--- src/rtl/vppm_pkg.sv ---
// Shared VPPM types and defaults for the Tx and Rx paths.
// Optional preamble build: define VPPM_PREAMBLE_EN.
package vppm_pkg;

  localparam int VPPM_SYM_LEN = 50;
  localparam int VPPM_PRE_LEN = 8;

  typedef enum logic [1:0] {
    IDLE = 2'd0,
    PRE  = 2'd1,
    SEND = 2'd2
  } vppm_state_t;

  // Width needed to hold values 0..n inclusive.
  function automatic int vppm_cnt_w(input int n);
    return $clog2(n + 1);
  endfunction

endpackage

--- src/rtl/vppm_sym_timer.sv ---
// VPPM symbol counter: wraps 0..SYM_LEN-1, held at 0 while disabled.
// Raises boundary on the last clock of each symbol.
module vppm_sym_timer
  import vppm_pkg::*;
#(
  parameter int SYM_LEN = VPPM_SYM_LEN,
  parameter int CW      = vppm_cnt_w(SYM_LEN)
) (
  input  logic          clk,
  input  logic          rst_n,
  input  logic          enable,
  output logic [CW-1:0] cnt,
  output logic          boundary
);

  localparam logic [CW-1:0] LAST = CW'(SYM_LEN - 1);

  assign boundary = enable & (cnt == LAST);

  always_ff @(posedge clk or negedge rst_n) begin
    if (!rst_n) begin
      cnt <= '0;
    end else if (!enable || boundary) begin
      cnt <= '0;
    end else begin
      cnt <= cnt + 1'b1;
    end
  end

endmodule

--- src/rtl/vppm_tx_core.sv ---
// Parametrised VPPM transmitter with programmable dimming pulse width.
// Optional preamble insertion: define VPPM_PREAMBLE_EN.
module vppm_tx_core
  import vppm_pkg::*;
#(
  parameter int SYM_LEN  = VPPM_SYM_LEN,
  parameter int PRE_LEN  = VPPM_PRE_LEN,
  localparam int CW      = vppm_cnt_w(SYM_LEN)
) (
  input  logic          pclk,
  input  logic          rst_n,
  input  logic          enable,
  input  logic [CW-1:0] pulse_w,
  input  logic          bit_data,
  input  logic          bit_valid,
  output logic          bit_ready,
  output logic          tx_out,
  output logic          busy,
  output logic          cfg_err
);

  localparam logic [CW-1:0] SYM = CW'(SYM_LEN);

  if (SYM_LEN < 4 || PRE_LEN < 1) begin : g_bad_cfg
    $error("vppm_tx_core: SYM_LEN >= 4 and PRE_LEN >= 1 required");
  end

  logic [CW-1:0] cnt;
  logic          boundary;

  vppm_sym_timer #(
    .SYM_LEN (SYM_LEN),
    .CW      (CW)
  ) u_timer (
    .clk      (pclk),
    .rst_n    (rst_n),
    .enable   (enable),
    .cnt      (cnt),
    .boundary (boundary)
  );

  vppm_state_t   state;
  vppm_state_t   state_nxt;
  logic          cur_bit;
  logic          cur_bit_nxt;
  logic [CW-1:0] pw_q;
  logic [CW-1:0] pw_clamp;
  logic          pw_bad;
  logic          hs;
  logic          data_sym;
  logic          sym_bit;
  logic [CW-1:0] lo;
  logic [CW:0]   hi;
  logic          wave;

  assign pw_bad = (pulse_w == '0) || (pulse_w >= SYM);

  always_comb begin
    pw_clamp = pulse_w;
    if (pulse_w == '0) begin
      pw_clamp = CW'(1);
    end else if (pulse_w >= SYM) begin
      pw_clamp = CW'(SYM_LEN - 1);
    end
  end

`ifdef VPPM_PREAMBLE_EN
  localparam int PW = (PRE_LEN > 1) ? $clog2(PRE_LEN) : 1;

  logic [PW-1:0] pre_cnt;
  logic [PW-1:0] pre_cnt_nxt;
  logic          pre_last;

  assign pre_last  = (pre_cnt == PW'(PRE_LEN - 1));
  // The pending bit is only taken once the preamble has run out.
  assign bit_ready = boundary &
                     ((state == SEND) | ((state == PRE) & pre_last));
  assign data_sym  = (state != IDLE);
  assign sym_bit   = (state == PRE) ? ~pre_cnt[0] : cur_bit;
`else
  assign bit_ready = boundary;
  assign data_sym  = (state == SEND);
  assign sym_bit   = cur_bit;
`endif

  assign hs = bit_valid & bit_ready;

  always_comb begin
    state_nxt   = state;
    cur_bit_nxt = cur_bit;
`ifdef VPPM_PREAMBLE_EN
    pre_cnt_nxt = pre_cnt;
`endif
    if (boundary) begin
      if (hs) begin
        state_nxt   = SEND;
        cur_bit_nxt = bit_data;
      end else begin
        state_nxt   = IDLE;
      end
`ifdef VPPM_PREAMBLE_EN
      if (state == IDLE && bit_valid) begin
        state_nxt   = PRE;
        pre_cnt_nxt = '0;
      end else if (state == PRE && !pre_last) begin
        state_nxt   = PRE;
        pre_cnt_nxt = pre_cnt + 1'b1;
      end
`endif
    end
  end

  // Pulse window [lo, lo+pw_q) inside the symbol.
  always_comb begin
    lo = '0;
    unique case (1'b1)
      !data_sym:           lo = (SYM - pw_q) >> 1;
      data_sym && sym_bit: lo = SYM - pw_q;
      default:             lo = '0;
    endcase
  end

  assign hi   = {1'b0, lo} + {1'b0, pw_q};
  assign wave = (cnt >= lo) && ({1'b0, cnt} < hi);

  always_ff @(posedge pclk or negedge rst_n) begin
    if (!rst_n) begin
      state   <= IDLE;
      cur_bit <= 1'b0;
      pw_q    <= CW'(1);
      cfg_err <= 1'b0;
      busy    <= 1'b0;
      tx_out  <= 1'b0;
    end else if (!enable) begin
      state   <= IDLE;
      cur_bit <= 1'b0;
      pw_q    <= CW'(1);
      cfg_err <= 1'b0;
      busy    <= 1'b0;
      tx_out  <= 1'b0;
    end else begin
      state   <= state_nxt;
      cur_bit <= cur_bit_nxt;
      busy    <= (state_nxt != IDLE);
      tx_out  <= wave;
      if (boundary) begin
        pw_q    <= pw_clamp;
        cfg_err <= pw_bad;
      end
    end
  end

`ifdef VPPM_PREAMBLE_EN
  always_ff @(posedge pclk or negedge rst_n) begin
    if (!rst_n) begin
      pre_cnt <= '0;
    end else if (!enable) begin
      pre_cnt <= '0;
    end else begin
      pre_cnt <= pre_cnt_nxt;
    end
  end
`endif

endmodule
--- config.mk ---
export PLATFORM = sky130hd
export DESIGN_NAME = vppm_tx_core
export DESIGN_NICKNAME = d
export VERILOG_FILES = /design/src/rtl/vppm_pkg.sv /design/src/rtl/vppm_sym_timer.sv /design/src/rtl/vppm_tx_core.sv
export SDC_FILE = /design/constraint.sdc
export NUM_CORES = 1
export LEC_CHECK = 0
export CAP_MARGIN = 40
export CORE_MARGIN = 2
export CORE_UTILIZATION = 40
export CTS_CLUSTER_SIZE = 14
export DETAILED_ROUTE_END_ITERATION = 10
export PLACE_DENSITY_LB_ADDON = 0.08
export SLEW_MARGIN = 20
export SYNTH_ARGS = -nofsm -noshare
export SYNTH_HDL_FRONTEND = slang
export SYNTH_SLANG_ARGS = --single-unit
--- constraint.sdc ---
create_clock -name pclk -period 4.7 [get_ports pclk]
set_input_delay 0.47 -clock pclk [delete_from_list [all_inputs] [get_ports pclk]]
set_output_delay 0.47 -clock pclk [all_outputs]
set_load 0.1 [all_outputs]
Word level (Yosys, flattened, before mapping)
Index checks and enable logic that the tools add are counted.

storage, ports and cells
  flip-flop bits (word level) = 18
  input port bits = 11
  logic and storage cells = 44

operators by class
  order comparisons = 3
  add/sub/neg operators = 3
  reductions and logical operators = 9
  mux-type cells = 16
  bitwise logic cells = 2
  eq/ne operators = 4

operators by type and width
  cell                   number
  $mux W6                5
  $pmux W6 S2            1
  $add A6 B6 Y7          1
  $lt A6 B7 Y1           1
  $mux W1                7
  $add A6 B1 Y6 const B  1
  $eq A6 B6 Y1 const B   1
  $ge A6 B6 Y1           1
  $ge A6 B6 Y1 const B   1
  $logic_not A6 Y1       1
  $mux W2                3
  $sub A6 B6 Y6 const A  1
  $ne A2 B1 Y1 const B   2
  $and A1 B1 Y1          2
  $eq A2 B2 Y1 const B   1
  $logic_and A1 B1 Y1    2
  $logic_not A1 Y1       2
  $logic_or A1 B1 Y1     2
  $reduce_and A2 Y1      1
  $reduce_bool A2 Y1     1

Longest topological paths before layout
  word-level depth = 7
  depth in mapped cells = 16
  depth with buffers taken out = 16

By module
Synthesis repeated with hierarchy kept, for this count alone.

second synthesis, totals
  cells, all modules = 153
  area, all modules = 1417.6 um^2

modules (own cells, without submodules)
  module          area an instance (um^2)  times used  cells an instance  sequential area each (um^2)
  vppm_tx_core    1126.1                   1           125                301.5
  vppm_sym_timer  291.5                    1           28                 150.1

Worst setup path after synthesis
OpenSTA, ideal clock, no wires.

  path type = reg2reg
  start point = register u_timer.cnt[1]
  end point = register pw_q[1]
  cell stages (with the launch flop) = 7
  path buffers = 0
  slack = 0.379 ns
  required time = 4.634 ns
  setup time = 0.066 ns
  arrival time = 4.255 ns
  clock period less this slack = 4.321 ns
  path through = dfrtp_1 > inv_1 > ha_1 > nand3_2 > nor4_1 > and2_4 > a22o_1

on the way
  cells in the longest elaborated chain, start to end = 3

RTL lines
  what                      line                  RTL
  start: declaration        vppm_sym_timer.sv:12  output logic [CW-1:0] cnt,
  start signal: assignment  vppm_sym_timer.sv:26  cnt <= cnt + 1'b1;
  $eq A6 B6 Y1              vppm_sym_timer.sv:18  assign boundary = enable & (cnt == LAST);
  $and A1 B1 Y1             vppm_sym_timer.sv:18
  named net bit_ready       vppm_tx_core.sv:16    output logic bit_ready,
  $ne A2 B1 Y1 (no line)    --
  end signal: assignment    vppm_tx_core.sv:147   pw_q <= pw_clamp;
  end: declaration          vppm_tx_core.sv:46    logic [CW-1:0] pw_q;

The timed path passes the listed nets, and every way through them passes these cells.
A chain may end at the register's enable or synchronous reset.

Final worst setup path
  start point = register pw_q[0]
  end point = register tx_out

on the way
  cells in the longest elaborated chain, start to end = 6

RTL lines
  what                     line                                      RTL
  $sub A6 B6 Y6            vppm_tx_core.sv:117, vppm_tx_core.sv:118
  $pmux W6 S2              vppm_tx_core.sv:116                       unique case (1'b1)
  $add A6 B6 Y7            vppm_tx_core.sv:123                       assign hi = {1'b0, lo} + {1'b0, pw_q};
  $lt A6 B7 Y1             vppm_tx_core.sv:124                       assign wave = (cnt >= lo) && ({1'b0, cnt} < hi);
  $logic_and A1 B1 Y1 (*)  vppm_tx_core.sv:124
  $mux W1 (*)              vppm_tx_core.sv:134                       end else if (!enable) begin
  end signal: assignment   vppm_tx_core.sv:145                       tx_out <= wave;
  end: declaration         vppm_tx_core.sv:17                        output logic tx_out,

Mark *: on every way between the ends. The rest lies on a longest branch, timed or not.

==> run metrics <==
RSZ-0062 raised after global routing=false; largest family of logic cells by synthesized area=adder cells; Post-Synthesis Cells=145; fill count=~320; pin count of the biggest net entering global routing=19; total negative slack=0 ps; # clock sinks=18; initial antenna violation count=0; worst r2r dst=tx_out; post-synthesis sequential area ratio=between 30% and 40%; xor/xnor share of the synthesized area=between 7 and 8%; first-pass GRT wire length=just under 5000 um; drt total wl=between 2000 and 3000 um; detailed placer's ending HPWL=around 2300 um; most area-consuming cells after synthesis=dfrtp_1 (31%), ha_1 (18%), nor2_1 (5.0%), xnor2_1 (3.9%), a21oi_1 (3.7%); r2r setup slk=1550 ps; routed via count=about 1100; num rows=21; Post-synth ARST share=100%; Max Slew Vio Count=0; Final period util=67.1%; number of synthesized flops with an enable pin=0; drt wl/cell=approximately 13 um; most common cell in the netlist=ha_1; Worst Tran Pin Value=428 ps; DIE HEIGHT=slightly above 60 um; Synth Area in Compound Gates=14.9%; NumNets Final=~200; clk_lat worst skew=just under 300 ps; Ys Warns=0; CTS tree=yes; final hold vios=0; Clock Tree Buf Depth=2; critical path fanouts, max=5; setup ws final=around 1500 ps; crit path time final=between 3000 and 4000 ps; H-tree Lvls=1; PD cells=~160 nW/um^2; Initial DRT Pass Iterations=4; post-synthesis mux area share=between 2 and 2.5%; share of cells above drive strength 1=8.93%; PostCTS Resize Cnt=0; CTS root buf=clkbuf_4; Placer Congestion=0.871; number of remaining DRC errors=0; Finished Core Util=50.4%; die width=roughly 62 um; mapped cell area=between 1000 and 1500 um^2; maximum VDD drop=0.0000927 V; Cell variety after synth=32; worst slack at placement=approximately 1500 ps; Syn-to-layout area delta=22.1%; Initial DRC Count=29; status=finished, final reports clean; Synthesized Nets=between 150 and 200; vias per std cell=between 5 and 6; Post-Synth Simple-Gate Area=19.8%; Post-DRT Antenna Nets=0; Req. time, crit path=around 4900 ps; WS Path Type=reg2reg; clock skew=~12 ps; Avg Inst Size Synth=between 9 and 10 um^2; Top FF cell, synth=dfrtp_1; Port Buffers=14; crit path DAT=about 3400 ps; Leakage=about 0.00080 uW; Max-Slew Margin vs Limit=between 70 and 80%; commonest cells in the netlist=ha_1 (20), nor2_1 (18), dfrtp_1 (17); share of the synthesized area in the top cell type=between 30% and 40%; max cap viols=0; CTS Buf Count=3; crit start category=flip-flop; synthesized flop and latch total=18; final setup fails=0; Synth area leader=dfrtp_1; clock-pin slew on the worst setup and hold paths=roughly 110 ps; Worst setup EP type=flip-flop; area of the core=approximately 3300 um^2; hold crit path type=in2async; Starting Density=about two fifths; die area=3870 um^2; Reg2Reg Depth=15; achievable frequency=317 MHz; grt total ovfl=0; GRT Total Usage=roughly 16%; I/O pin count=15; cts hold-fix bufs=0; Post-CTS Setup Inserts=0; Adder-Cell Fraction of Synth Area=between 15 and 20%; number of global-route vias before repair=1113; FF-to-FF Start=pw_q[0]; ant diodes=0
## where the power goes
part | total [uW] | internal (uW) | leakage [uW] | switching (uW)
Sequential | 161 | 157 | 0.000246 | 4.31
Clock | 79.1 | 32.9 | 0.0000150 | 46.2
Combinational | 30.0 | 15.3 | 0.000541 | 14.7
Total | 270 | 205 | 0.000801 | 65.2
## flip-flops by register name, indices dropped and copies added, names as in the netlist
signal and flops:
state 2, u_timer.cnt 6, pw_q 6, tx_out 1
cur_bit 1, cfg_err 1, busy 1
## worst max-delay path, cell delays in order, from the launching register on
cell	delay, ps
dfstp_2	580
ha_1	190
xnor2_1	150
nor2_1	60
a31oi_1	220
inv_1	110
fa_1	420
a21oi_1	140
nor2b_1	70
nor2_1	110
xor2_1	160
ha_1	260
a211o_1	250
a31oi_1	140
nor4_1	70
a211oi_1	160
## layout make-up
cell class | count | area, um^2 | share of cell area [%]
multi-input combinational | 117 | 866 | 52.3
sequential | 18 | 452 | 27.3
timing repair buffer | 19 | 215 | 13.0
tap | 46 | 57.6 | 3.48
inverter | 10 | 37.5 | 2.27
clock buffer | 4 | 26.3 | 1.59
## layout by cell type (no fill, tap or decap), types with 2 or more instances in the layout
master / netlist / final
buf_8: 0 / 5
nand2b_1: 6 / 6
ha_1: 20 / 20
nor4_1: 2 / 2
xnor2_1: 6 / 6
clkbuf_4: 0 / 3
a31oi_1: 3 / 3
a21oi_1: 10 / 10
a22o_1: 3 / 3
mux2i_1: 3 / 3
o21ai_0: 8 / 8
nand3_1: 3 / 3
xor2_1: 5 / 5
nor2_1: 18 / 18
and2_4: 2 / 2
clkdlybuf4s50_1: 0 / 14
a211oi_1: 2 / 2
a21o_1: 2 / 2
inv_1: 10 / 10
nor2b_1: 3 / 3
dfrtp_1: 17 / 17
nand2_1: 8 / 8
o22a_1: 2 / 2
## cell families (layout without fill, tap and decap cells)
logic type	count (synthesis)	in the layout
simple gates	50	50
compound gates	32	32
fa+ha+maj	21	21
flops	18	18
xor+xnor	11	11
buf+inv	10	33
mux	3	3
## metrics by stage
| stage | hold slack [ps] | std cells | total power, uW | cell area, um^2 |
|---|---|---|---|---|
| finish | 434 | 214 | 270 | 1650 |
| global route | 424 | 214 | 292 | 1650 |
| CTS | 545 | 213 | 275 | 1640 |
| detailed placement | 518 | 209 | 194 | 1610 |
| global placement | 516 | 205 | 193 | 1550 |
| floorplan | 174 | 145 | 176 | 1360 |
## worst max-delay path by stage
stage,from,endpoint,slack [ps],depth (start not counted)
6_report,pw_q[0],tx_out,1550,15
5_1_grt,pw_q[0],tx_out,1240,16
4_1_cts,pw_q[0],tx_out,1550,15
3_5_place_dp,pw_q[0],tx_out,1550,15
3_3_place_gp,enable,bit_ready,1480,4
2_1_floorplan,u_timer.cnt[1],pw_q[1],380,6
## per-layer routing
metal / wire [um] / share of wire [%] / global-route usage (%)
met3: 82 / 3.0 / 2.54
met1: 1350 / 49 / 21.9
met2: 1280 / 47 / 27.4
met4: 17 / 0.62 / 3.33
met5: 0 / 0 / 0
No activity file was read; power rests on OpenSTA's default activity.
==> RTL change (same settings) <==
Set the package constant `VPPM_SYM_LEN` to 100 (it was 50).
--- a/src/rtl/vppm_pkg.sv
+++ b/src/rtl/vppm_pkg.sv
@@ -3,5 +3,5 @@
 package vppm_pkg;
 
-  localparam int VPPM_SYM_LEN = 50;
+  localparam int VPPM_SYM_LEN = 100;
   localparam int VPPM_PRE_LEN = 8;
 
Interface: changed (resized pulse_w); port bits go from 15 to 16. No check against the original RTL was run, so the function may have changed too.
==> RTL change against the unedited design <==
Cell area up 20%; total power rose by 29%; routed wire length rose by 32%; area after synthesis up 21%; worst setup slack got worse by 0.38 ns; die area rose by 19%; global-route usage is 1.8 points higher; sequential cell count is 2 higher; synthesized cell count grew 21%; first-iteration DRC count rose by 55%.
==> RTL change: results (changes against the unedited design) <==
[metrics] compound-cell area share of the yosys netlist: 20.83% (+6.0 points)
[metrics] Non-clock buffers, area share: 12.38% (-0.63 points)
[metrics] sequential element share of the synthesized area: 30.70% (-2.6 points)
[metrics] leakage power: 0.9291 nW (+16%)
[metrics] global-route wire length before repair: 6154 um (+24%)
[metrics] combinational gate power: 0.0351 mW (+17%)
[metrics] sequential cell area share: 25.33% (-2.0 points)
[metrics] unique cell type count in the Yosys netlist: 43 (+34%)
[metrics] status: finished, final reports clean
[metrics] actual slew at the worst max-slew pin: 0.5317 ns (+0.1040 ns)
[metrics] Clock buf/inv share: 2.780% (+1.2 points)
[metrics] clock-pin slew reported for the worst setup and hold paths after clock tree synthesis: 0.08 ns (-0.03 ns)
[metrics] drt initial violations: 45 (+55%)
[metrics] Root Buffer Master: sky130_fd_sc_hd__clkbuf_8
[metrics] met2 routing resource usage after global routing: 28.43% (+0.99 points)
[metrics] Synthesized Nets: 210 (+19%)
[metrics] area after detailed placement: 0.001926 mm2 (+19%)
[metrics] Post-Route Hold Slack: 0.4724 ns (+0.03794 ns)
[metrics] PD cells: 176.6 mW/mm2 (+8.1%)
[metrics] cell count after placement: 244 (+17%)
[metrics] post-synthesis mux area share: 1.838% (-0.38 points)
[metrics] met1 layer usage reported by global route: 25.43% (+3.6 points)
[metrics] pin count of the biggest net entering global routing: 17 (-2)
[metrics] fraction of final layout cells with drive strength greater than 1: 7.576% (-1.4 points)
[metrics] registers with the most flip-flops: pw_q (7), u_timer.cnt (7), state (2)
[metrics] largest cells by area after synthesis: sky130_fd_sc_hd__dfrtp_1 (29%), sky130_fd_sc_hd__ha_1 (17%), sky130_fd_sc_hd__nor2_1 (4.6%), sky130_fd_sc_hd__xor2_1 (3.8%), sky130_fd_sc_hd__xnor2_1 (3.2%)
## RTL change: changes by cell type after synthesis, moves of 3 or more
cell                       before  now
sky130_fd_sc_hd__and2_1         0    5
sky130_fd_sc_hd__nand2b_1       6    3
sky130_fd_sc_hd__a211oi_1       2    6
sky130_fd_sc_hd__a21oi_1       10    5
sky130_fd_sc_hd__nand3_1        3    7
## RTL change: worst max-delay path by stage
stage | from | end | slack (ns) | depth (start not counted)
after floorplan | pw_q[0]$_DFFE_PN1N_ | tx_out$_DFF_PN0_ | 1.62 | 15
after global placement | pw_q[0]$_DFFE_PN1N_ | tx_out$_DFF_PN0_ | 1.31 | 15
after detailed placement | pw_q[0]$_DFFE_PN1N_ | tx_out$_DFF_PN0_ | 1.23 | 15
after CTS | pw_q[0]$_DFFE_PN1N_ | tx_out$_DFF_PN0_ | 1.21 | 15
after global routing | pw_q[0]$_DFFE_PN1N_ | tx_out$_DFF_PN0_ | 0.87 | 15
final | pw_q[0]$_DFFE_PN1N_ | tx_out$_DFF_PN0_ | 1.17 | 15
